File: src/rtl/fetch_stage_if.sv
// Fetch-stage bus: instruction memory port, redirect/stall controls and IF/ID outputs.
// master = fetch stage, slave = surrounding pipeline and instruction memory.
interface fetch_stage_if;
  logic        stall;
  logic        redirect_valid;
  logic [31:0] redirect_pc;
  logic [31:0] imem_addr;
  logic [31:0] imem_rdata;
  logic [31:0] ifid_instr;
  logic [31:0] ifid_pc4;
  logic        ifid_valid;
  logic [5:0]  op;
  logic [4:0]  rt;
  logic [5:0]  func;
  logic        halted;
  logic [31:0] fetch_count;

  modport master (
    input  stall, redirect_valid, redirect_pc, imem_rdata,
    output imem_addr, ifid_instr, ifid_pc4, ifid_valid, op, rt, func, halted, fetch_count
  );

  modport slave (
    output stall, redirect_valid, redirect_pc, imem_rdata,
    input  imem_addr, ifid_instr, ifid_pc4, ifid_valid, op, rt, func, halted, fetch_count
  );
endinterface

File: src/rtl/fetch_stage.sv
// Instruction fetch stage with IF/ID register, redirect/stall handling and halt detection.
// state     | meaning
// RUN       | normal fetch; redirect beats stall
// HALT_PEND | halt opcode sits in IF/ID; a redirect can still squash it
// HALTED    | fetch permanently stopped until reset
module fetch_stage #(
  parameter logic [31:0] RESET_PC = 32'h0000_0000,
  parameter logic [5:0]  HALT_OP  = 6'b111111
) (
  input  logic          clk,
  input  logic          rst_n,
  fetch_stage_if.master bus
);

  typedef enum logic [1:0] {RUN, HALT_PEND, HALTED} state_t;

  localparam logic [31:0] PC_INIT = {RESET_PC[31:2], 2'b00};

  state_t      state_q, state_d;
  logic [31:0] pc_q, pc_d;
  logic [31:0] instr_q, instr_d;
  logic [31:0] pc4_q, pc4_d;
  logic        valid_q, valid_d;
  logic [31:0] count_q, count_d;
  logic [31:0] pc_plus4;
  logic [31:0] redirect_aligned;

  assign pc_plus4         = pc_q + 32'd4;
  assign redirect_aligned = {bus.redirect_pc[31:2], 2'b00};

  always_ff @(posedge clk or negedge rst_n) begin
    if (!rst_n) begin
      state_q <= RUN;
      pc_q    <= PC_INIT;
      instr_q <= 32'h0;
      pc4_q   <= 32'h0;
      valid_q <= 1'b0;
      count_q <= 32'h0;
    end else begin
      state_q <= state_d;
      pc_q    <= pc_d;
      instr_q <= instr_d;
      pc4_q   <= pc4_d;
      valid_q <= valid_d;
      count_q <= count_d;
    end
  end

  always_comb begin
    state_d = state_q;
    pc_d    = pc_q;
    instr_d = instr_q;
    pc4_d   = pc4_q;
    valid_d = valid_q;
    count_d = count_q;
    case (state_q)
      RUN: begin
        if (bus.redirect_valid) begin
          pc_d    = redirect_aligned;
          instr_d = 32'h0;
          pc4_d   = 32'h0;
          valid_d = 1'b0;
        end else if (!bus.stall) begin
          instr_d = bus.imem_rdata;
          pc4_d   = pc_plus4;
          valid_d = 1'b1;
          count_d = count_q + 32'd1;
          // The halt instruction itself is delivered, but the PC stops on it.
          if (bus.imem_rdata[31:26] == HALT_OP) state_d = HALT_PEND;
          else                                  pc_d    = pc_plus4;
        end
      end
      HALT_PEND: begin
        if (bus.redirect_valid) begin
          pc_d    = redirect_aligned;
          instr_d = 32'h0;
          pc4_d   = 32'h0;
          valid_d = 1'b0;
          state_d = RUN;
        end else if (!bus.stall) begin
          instr_d = 32'h0;
          pc4_d   = 32'h0;
          valid_d = 1'b0;
          state_d = HALTED;
        end
      end
      HALTED:  state_d = HALTED;
      default: state_d = RUN;
    endcase
  end

  assign bus.imem_addr   = pc_q;
  assign bus.ifid_instr  = instr_q;
  assign bus.ifid_pc4    = pc4_q;
  assign bus.ifid_valid  = valid_q;
  assign bus.op          = instr_q[31:26];
  assign bus.rt          = instr_q[20:16];
  assign bus.func        = instr_q[5:0];
  assign bus.halted      = (state_q == HALTED);
  assign bus.fetch_count = count_q;

endmodule
File: src/flat_wrapper.sv
// flat-port wrapper written by rule: the top's interface ports become plain ports
module fetch_stage_flat 
#(
  parameter logic [31:0] RESET_PC = 32'h0000_0000,
  parameter logic [5:0]  HALT_OP  = 6'b111111
)
  (clk, rst_n, bus_stall, bus_redirect_valid, bus_redirect_pc, bus_imem_rdata, bus_imem_addr, bus_ifid_instr, bus_ifid_pc4, bus_ifid_valid, bus_op, bus_rt, bus_func, bus_halted, bus_fetch_count);
  fetch_stage_if bus_i ();
  input  logic clk;
  input  logic rst_n;
  input wire logic [$bits(bus_i.stall)-1:0] bus_stall;
  input wire logic [$bits(bus_i.redirect_valid)-1:0] bus_redirect_valid;
  input wire logic [$bits(bus_i.redirect_pc)-1:0] bus_redirect_pc;
  input wire logic [$bits(bus_i.imem_rdata)-1:0] bus_imem_rdata;
  output wire logic [$bits(bus_i.imem_addr)-1:0] bus_imem_addr;
  output wire logic [$bits(bus_i.ifid_instr)-1:0] bus_ifid_instr;
  output wire logic [$bits(bus_i.ifid_pc4)-1:0] bus_ifid_pc4;
  output wire logic [$bits(bus_i.ifid_valid)-1:0] bus_ifid_valid;
  output wire logic [$bits(bus_i.op)-1:0] bus_op;
  output wire logic [$bits(bus_i.rt)-1:0] bus_rt;
  output wire logic [$bits(bus_i.func)-1:0] bus_func;
  output wire logic [$bits(bus_i.halted)-1:0] bus_halted;
  output wire logic [$bits(bus_i.fetch_count)-1:0] bus_fetch_count;
  assign bus_i.stall = bus_stall;
  assign bus_i.redirect_valid = bus_redirect_valid;
  assign bus_i.redirect_pc = bus_redirect_pc;
  assign bus_i.imem_rdata = bus_imem_rdata;
  assign bus_imem_addr = bus_i.imem_addr;
  assign bus_ifid_instr = bus_i.ifid_instr;
  assign bus_ifid_pc4 = bus_i.ifid_pc4;
  assign bus_ifid_valid = bus_i.ifid_valid;
  assign bus_op = bus_i.op;
  assign bus_rt = bus_i.rt;
  assign bus_func = bus_i.func;
  assign bus_halted = bus_i.halted;
  assign bus_fetch_count = bus_i.fetch_count;
  fetch_stage #(.RESET_PC(RESET_PC), .HALT_OP(HALT_OP)) u_core (.clk(clk), .rst_n(rst_n), .bus(bus_i));
endmodule
File: config.mk
export PLATFORM = sky130hd
export DESIGN_NAME = fetch_stage_flat
export DESIGN_NICKNAME = d
export VERILOG_FILES = /design/src/rtl/fetch_stage_if.sv /design/src/rtl/fetch_stage.sv /design/src/flat_wrapper.sv
export SDC_FILE = /design/constraint.sdc
export NUM_CORES = 1
export LEC_CHECK = 0
export CORE_MARGIN = 1
export CORE_UTILIZATION = 32
export DETAILED_ROUTE_END_ITERATION = 10
export GPL_TIMING_DRIVEN = 1
export PLACE_DENSITY_LB_ADDON = 0.1
export SYNTH_ARGS = -nofsm -noshare
export SYNTH_HDL_FRONTEND = slang
export SYNTH_SLANG_ARGS = --single-unit
File: constraint.sdc
create_clock -name clk -period 4.2 [get_ports clk]
set_clock_uncertainty 0.2 [all_clocks]
set_input_delay 0.84 -clock clk [delete_from_list [all_inputs] [get_ports clk]]
set_output_delay 0.84 -clock clk [all_outputs]
set_load 0.05 [all_outputs]
=== After elaboration in Yosys (flattened, before gate mapping) ===
Cells that the tools add are included.

* Register bits after elaboration: 131
* Input port bits: 68
* Output and inout port bits: 147
* Word-level logic and storage cells: 50

* Add/sub/neg operators: 2
* Equal/unequal tests: 10
* Muxes and demuxes: 24
* Bitwise operators: 2
* Reduce and logical (&&, ||, !) cells: 6

{| class="wikitable"
|+ Operators with widths
! kind !! number
|-
| 32-bit two-way mux || 10
|-
| 32-bit case mux with 2 select lines || 3
|-
| 32-bit by 1-bit adder with 32-bit output (second input constant) || 1
|-
| 32-bit by 3-bit adder with 32-bit output (second input constant) || 1
|-
| 2-bit two-way mux || 5
|-
| 3-bit != test (second input constant) || 3
|-
| 4-bit AND reduction || 2
|-
| 6-bit equality test (second input constant) || 1
|-
| 2-bit != test (second input constant) || 3
|-
| 2-bit case mux with 3 select lines || 1
|-
| 3-bit AND reduction || 2
|-
| 1-bit two-way mux || 4
|-
| 2-bit by 1-bit equality test with 1-bit output (second input constant) || 1
|-
| 2-bit equality test (second input constant) || 1
|-
| 2-bit zero test || 1
|-
| 2-bit by 1-bit != test with 1-bit output (second input constant) || 1
|-
| 1-bit inverter || 2
|-
| 1-bit case mux with 2 select lines || 1
|-
| 2-bit nonzero test || 1
|}

=== Depth between registers and ports, before layout ===
* Depth in word-level cells: 5
* Gate-level depth with buffers: 9

=== Least setup slack after synthesis ===
No wires, ideal clock.

* Kind: input -> register
* Start point: input bus_redirect_valid
* End point: register u_core.count_q[28], in the netlist u_core.bus.fetch_count[28]
* Setup time: 142 ps
* Arrival time: 2,320 ps
* Slack: 1,538 ps
* Stages: 8
* Buffers on the path: 3
* Path through: buf_6 > or4_1 > buf_2 > nor3_4 > and3_1 > buf_4 > nand4_1 > xnor2_1

* Longest elaborated chain between the ends: 2

{| class="wikitable"
|+ RTL lines
! element !! RTL line !! RTL
|-
| start, declared || flat_wrapper.sv:12 || <nowiki>input wire logic [$bits(bus_i.redirect_valid)-1:0] bus_redirect_valid;</nowiki>
|-
| 1-bit inverter (no line) || - ||
|-
| 3-bit AND reduction (no line) || - ||
|-
| end signal, assigned || fetch_stage.sv:45 || <nowiki>count_q <= count_d;</nowiki>
|-
| end, declared || fetch_stage.sv:24 || <nowiki>logic [31:0] count_q, count_d;</nowiki>
|}

Every way passes these cells.
A chain may end at the register's enable or synchronous reset.

=== Worst setup path in the final report ===
* Start point: input bus_redirect_valid
* End point: register u_core.pc_q[20], in the netlist u_core.bus.imem_addr[20]

* Longest elaborated chain between the ends: 2
* Elaborated cells between the ends (all ways): 6

{| class="wikitable"
|+ RTL lines
! element !! RTL line !! RTL
|-
| 3-bit != test (no line), or another cell as far along || - ||
|-
| 4-bit AND reduction (no line) or 32-bit case mux with 2 select lines (tied branches) || - ||
|-
| end signal, assigned || fetch_stage.sv:41 || <nowiki>pc_q <= pc_d;</nowiki>
|-
| end, declared || fetch_stage.sv:20 || <nowiki>logic [31:0] pc_q, pc_d;</nowiki>
|}

Several ways; a longest one is shown, not always the timed one.

==> reports/results.ini <==
[status]
outcome = finished clean

[synth]
yosys.area_share.simple_pct = 17.4
synth_commonest_cells = dfrtp_1 (128), nand2_1 (91), a22o_1 (33), a21oi_1 (32), o21ai_0 (32)
async_reset_ff_share_pct = 100
seq_area_frac_synth_pct = 51.8
synthTopCellsByArea = dfrtp_1 (52%), nand2_1 (5.5%), a22o_1 (4.7%), xor2_1 (4.3%), xnor2_1 (4.0%)
synth_fa_ha_area_share_pct = 0.405
synthFlopType = dfrtp_1
yosys_warnings = 0
synthXorXnorAreaFrac_pct = 8.22
synth-compound-area-share_pct = 16.7
synth_most_common_cell = dfrtp_1
synth_edf_count = 0
synth_cell_type_count = 51
avgSynthCellArea_um2 = 10.1
synth_area_leader_cell = dfrtp_1
ys_seq_elements = 128
synth_top_family_by_area = simple AND/OR/NAND/NOR gates
netlist_instances = 612
synthMuxAreaShare_pct = 0.162
synth_top_area_share_pct = 51.8
synth_area_um2 = 6180

[global_route]
grt_pass1_vias = 5196
grt_max_degree = 112
overflow = 0
antenna_found_initial = 0
grt_first_pass_wirelength_mm = 28.9
gr-usage-all-layers_pct = 18.9

[routing]
ant_nets = 0
postRouteWirelength_mm = 18.0
vias_per_cell = 4.98
dr.pass1.iters = 5
vias = 5310
drt_iter0_drc = 186
avgRoutedWirePerCell_um = 16.9
drc = 0

[finish]
fin_cells = 1067
final_nets = 864
diodes = 0
drive_gt1_share_pct = 7.06
area_delta_synth_final_pct = 44.9
num-fill-cells = 1758

[timing]
fin_tns_setup_ns = 0
worstMarginPinSlew_ns = 1.05
hold_violations = 0
min_period_ns = 3.09
setup_viol = 0
rsz0062_at_grt = no
slew_viol_final = 0
slew_headroom_pct = 30.2
period_share_pct = 73.5
clock.fmax_mhz = 324
timing.hold.ws_ns = 0.272

[critical_path]
slowest_delay_ns = 0.77
cp_top_family = compound AO/OA/AOI/OAI gates
path_buf_inv = 2
path_max_fanout = 20
critPathLaunchType = input port
cp.required_ns = 4.29
endpoint_kind = flop
path_cells = clkdlybuf4s50_1 > inv_1 > a21o_2 > o31a_1 > a21oi_1 > o2bb2a_1
arrival_ns = 3.18
critPathSlowestCell = o31a_1
crit_type = in -> reg

[floorplanning]
pin_count = 215
fp.dieW_um = 141
dieArea_um2 = 19900
rows = 50
core-area_um2 = 18800
start_util_pct = 32.8
fp.dieH_um = 141

[clock_network]
clock_path_buffers = 2
numCtsBuffers = 17
clock_latency_ns = 0.42
ctsResizeCount = 0
cts_hold_buf = 0
post_cts_buffers = 0
htree_levels = 4
cts.root.buffer_cell = clkbuf_16
numClockSinks = 128
cts_tree = built
clk_pin_slew_ns = 0.06

[placement]
post-place-cells = 1035
place_congestion = 0.821
port_buffers = 210
dpl.hpwl_mm = 12.6

[min_path]
hold_path_class = reg -> reg

[pwr]
power_density_nw_per_um2 = 455
cellLeakagePower_nw = 3.72
p_total_w = 0.00408
ir_worst_vdd_mv = 0.283

[job]
cap_viol_max_count = 0

-- area by class of cell --
cell class / instances / area, um^2 / area share, %
clock inverters: 12 / 111 / 1.24
inverters: 6 / 22.5 / 0.251
well taps: 260 / 325 / 3.63
flip-flops and latches: 128 / 3200 / 35.8
multi-input cells: 423 / 2680 / 30.0
repair buffers: 218 / 2160 / 24.2
clock buffers: 20 / 447 / 4.99
-- path summary, 6_finish.rpt --
kind / start / to / slack [ns] / depth (start not counted)
min in group asynchronous: rst_n / u_core.bus.ifid_instr[18] / 0.39 / 1
hold / removal: u_core.bus.ifid_pc4[22] / u_core.bus.ifid_pc4[22] / 0.27 / 2
setup / recovery: bus_redirect_valid / u_core.bus.imem_addr[20] / 1.11 / 6
hold reg to reg: u_core.bus.ifid_pc4[22] / u_core.bus.ifid_pc4[22] / 0.27 / 2
max in group asynchronous: rst_n / u_core.bus.fetch_count[24] / 2.63 / 2
setup reg to reg: u_core.bus.imem_addr[4] / u_core.bus.imem_addr[25] / 1.64 / 5
-- worst register-to-register path, delay by kind of cell (launching register included) --
kind	cells	cell delay [ns]
flip-flops	1	0.49
AO/OA/AOI/OAI	2	0.41
AND/OR/NAND/NOR	3	1.34
-- metal layers --
layer / GRT usage (%) / vias to the layer above / share of wire (%)
li1: - / 2538 / -
met2: 30.6 / 164 / 47
met1: 24.7 / 2588 / 45
met3: 4.76 / 20 / 6.1
met5: 0 / - / 0
met4: 5.95 / 0 / 1.2
-- kinds of logic (layout without fill, tap and decap cells) --
logic type | after synthesis | in the layout
simple gates | 207 | 207
compound gates | 153 | 153
flops | 128 | 128
buf+inv | 62 | 256
fa+ha+maj | 2 | 2
mux | 1 | 1
xor+xnor | 58 | 58
other cells | 1 | 2
-- flip-flops by register name, indices dropped and copies added (netlist names) --
name and count:
u_core.bus.imem_addr 30, u_core.bus.ifid_valid 1, u_core.bus.ifid_instr 32, u_core.bus.ifid_pc4 31, u_core.bus.fetch_count 32, u_core.state_q 2
-- through the flow --
stage | area, um^2 | setup slack (ns) | utilization [%]
after floorplan | 6190 | 1.54 | -
after global placement | 8400 | 0.742 | 44.6
after detailed placement | 8400 | 0.670 | 44.6
after CTS | 8960 | 1.10 | 47.6
after global routing | 8960 | 0.916 | 47.6
final | 8960 | 1.11 | 47.6
-- cells in the final DEF (no fill, tap or decap), types with 5 or more instances in the layout --
cell             instances
a21oi_1                 31
a22o_1                  33
and3_1                  11
and4_1                   7
buf_4                    8
clkbuf_16               17
clkdlybuf4s50_1        209
dfrtp_1                128
inv_1                    6
nand2_1                 91
nand3_1                 26
nand4_1                 12
nor2_1                  23
nor3_1                   8
nor4_2                   6
o21ai_0                 32
o22ai_1                 15
o2bb2a_1                 5
xnor2_1                 28
xor2_1                  30
-- power by group --
group	internal (W)	switching, W
Sequential	0.00135	0.000144
Combinational	0.000408	0.000765
Clock	0.000832	0.000575
Total	0.00259	0.00148
(Power assumes the default switching activity.)
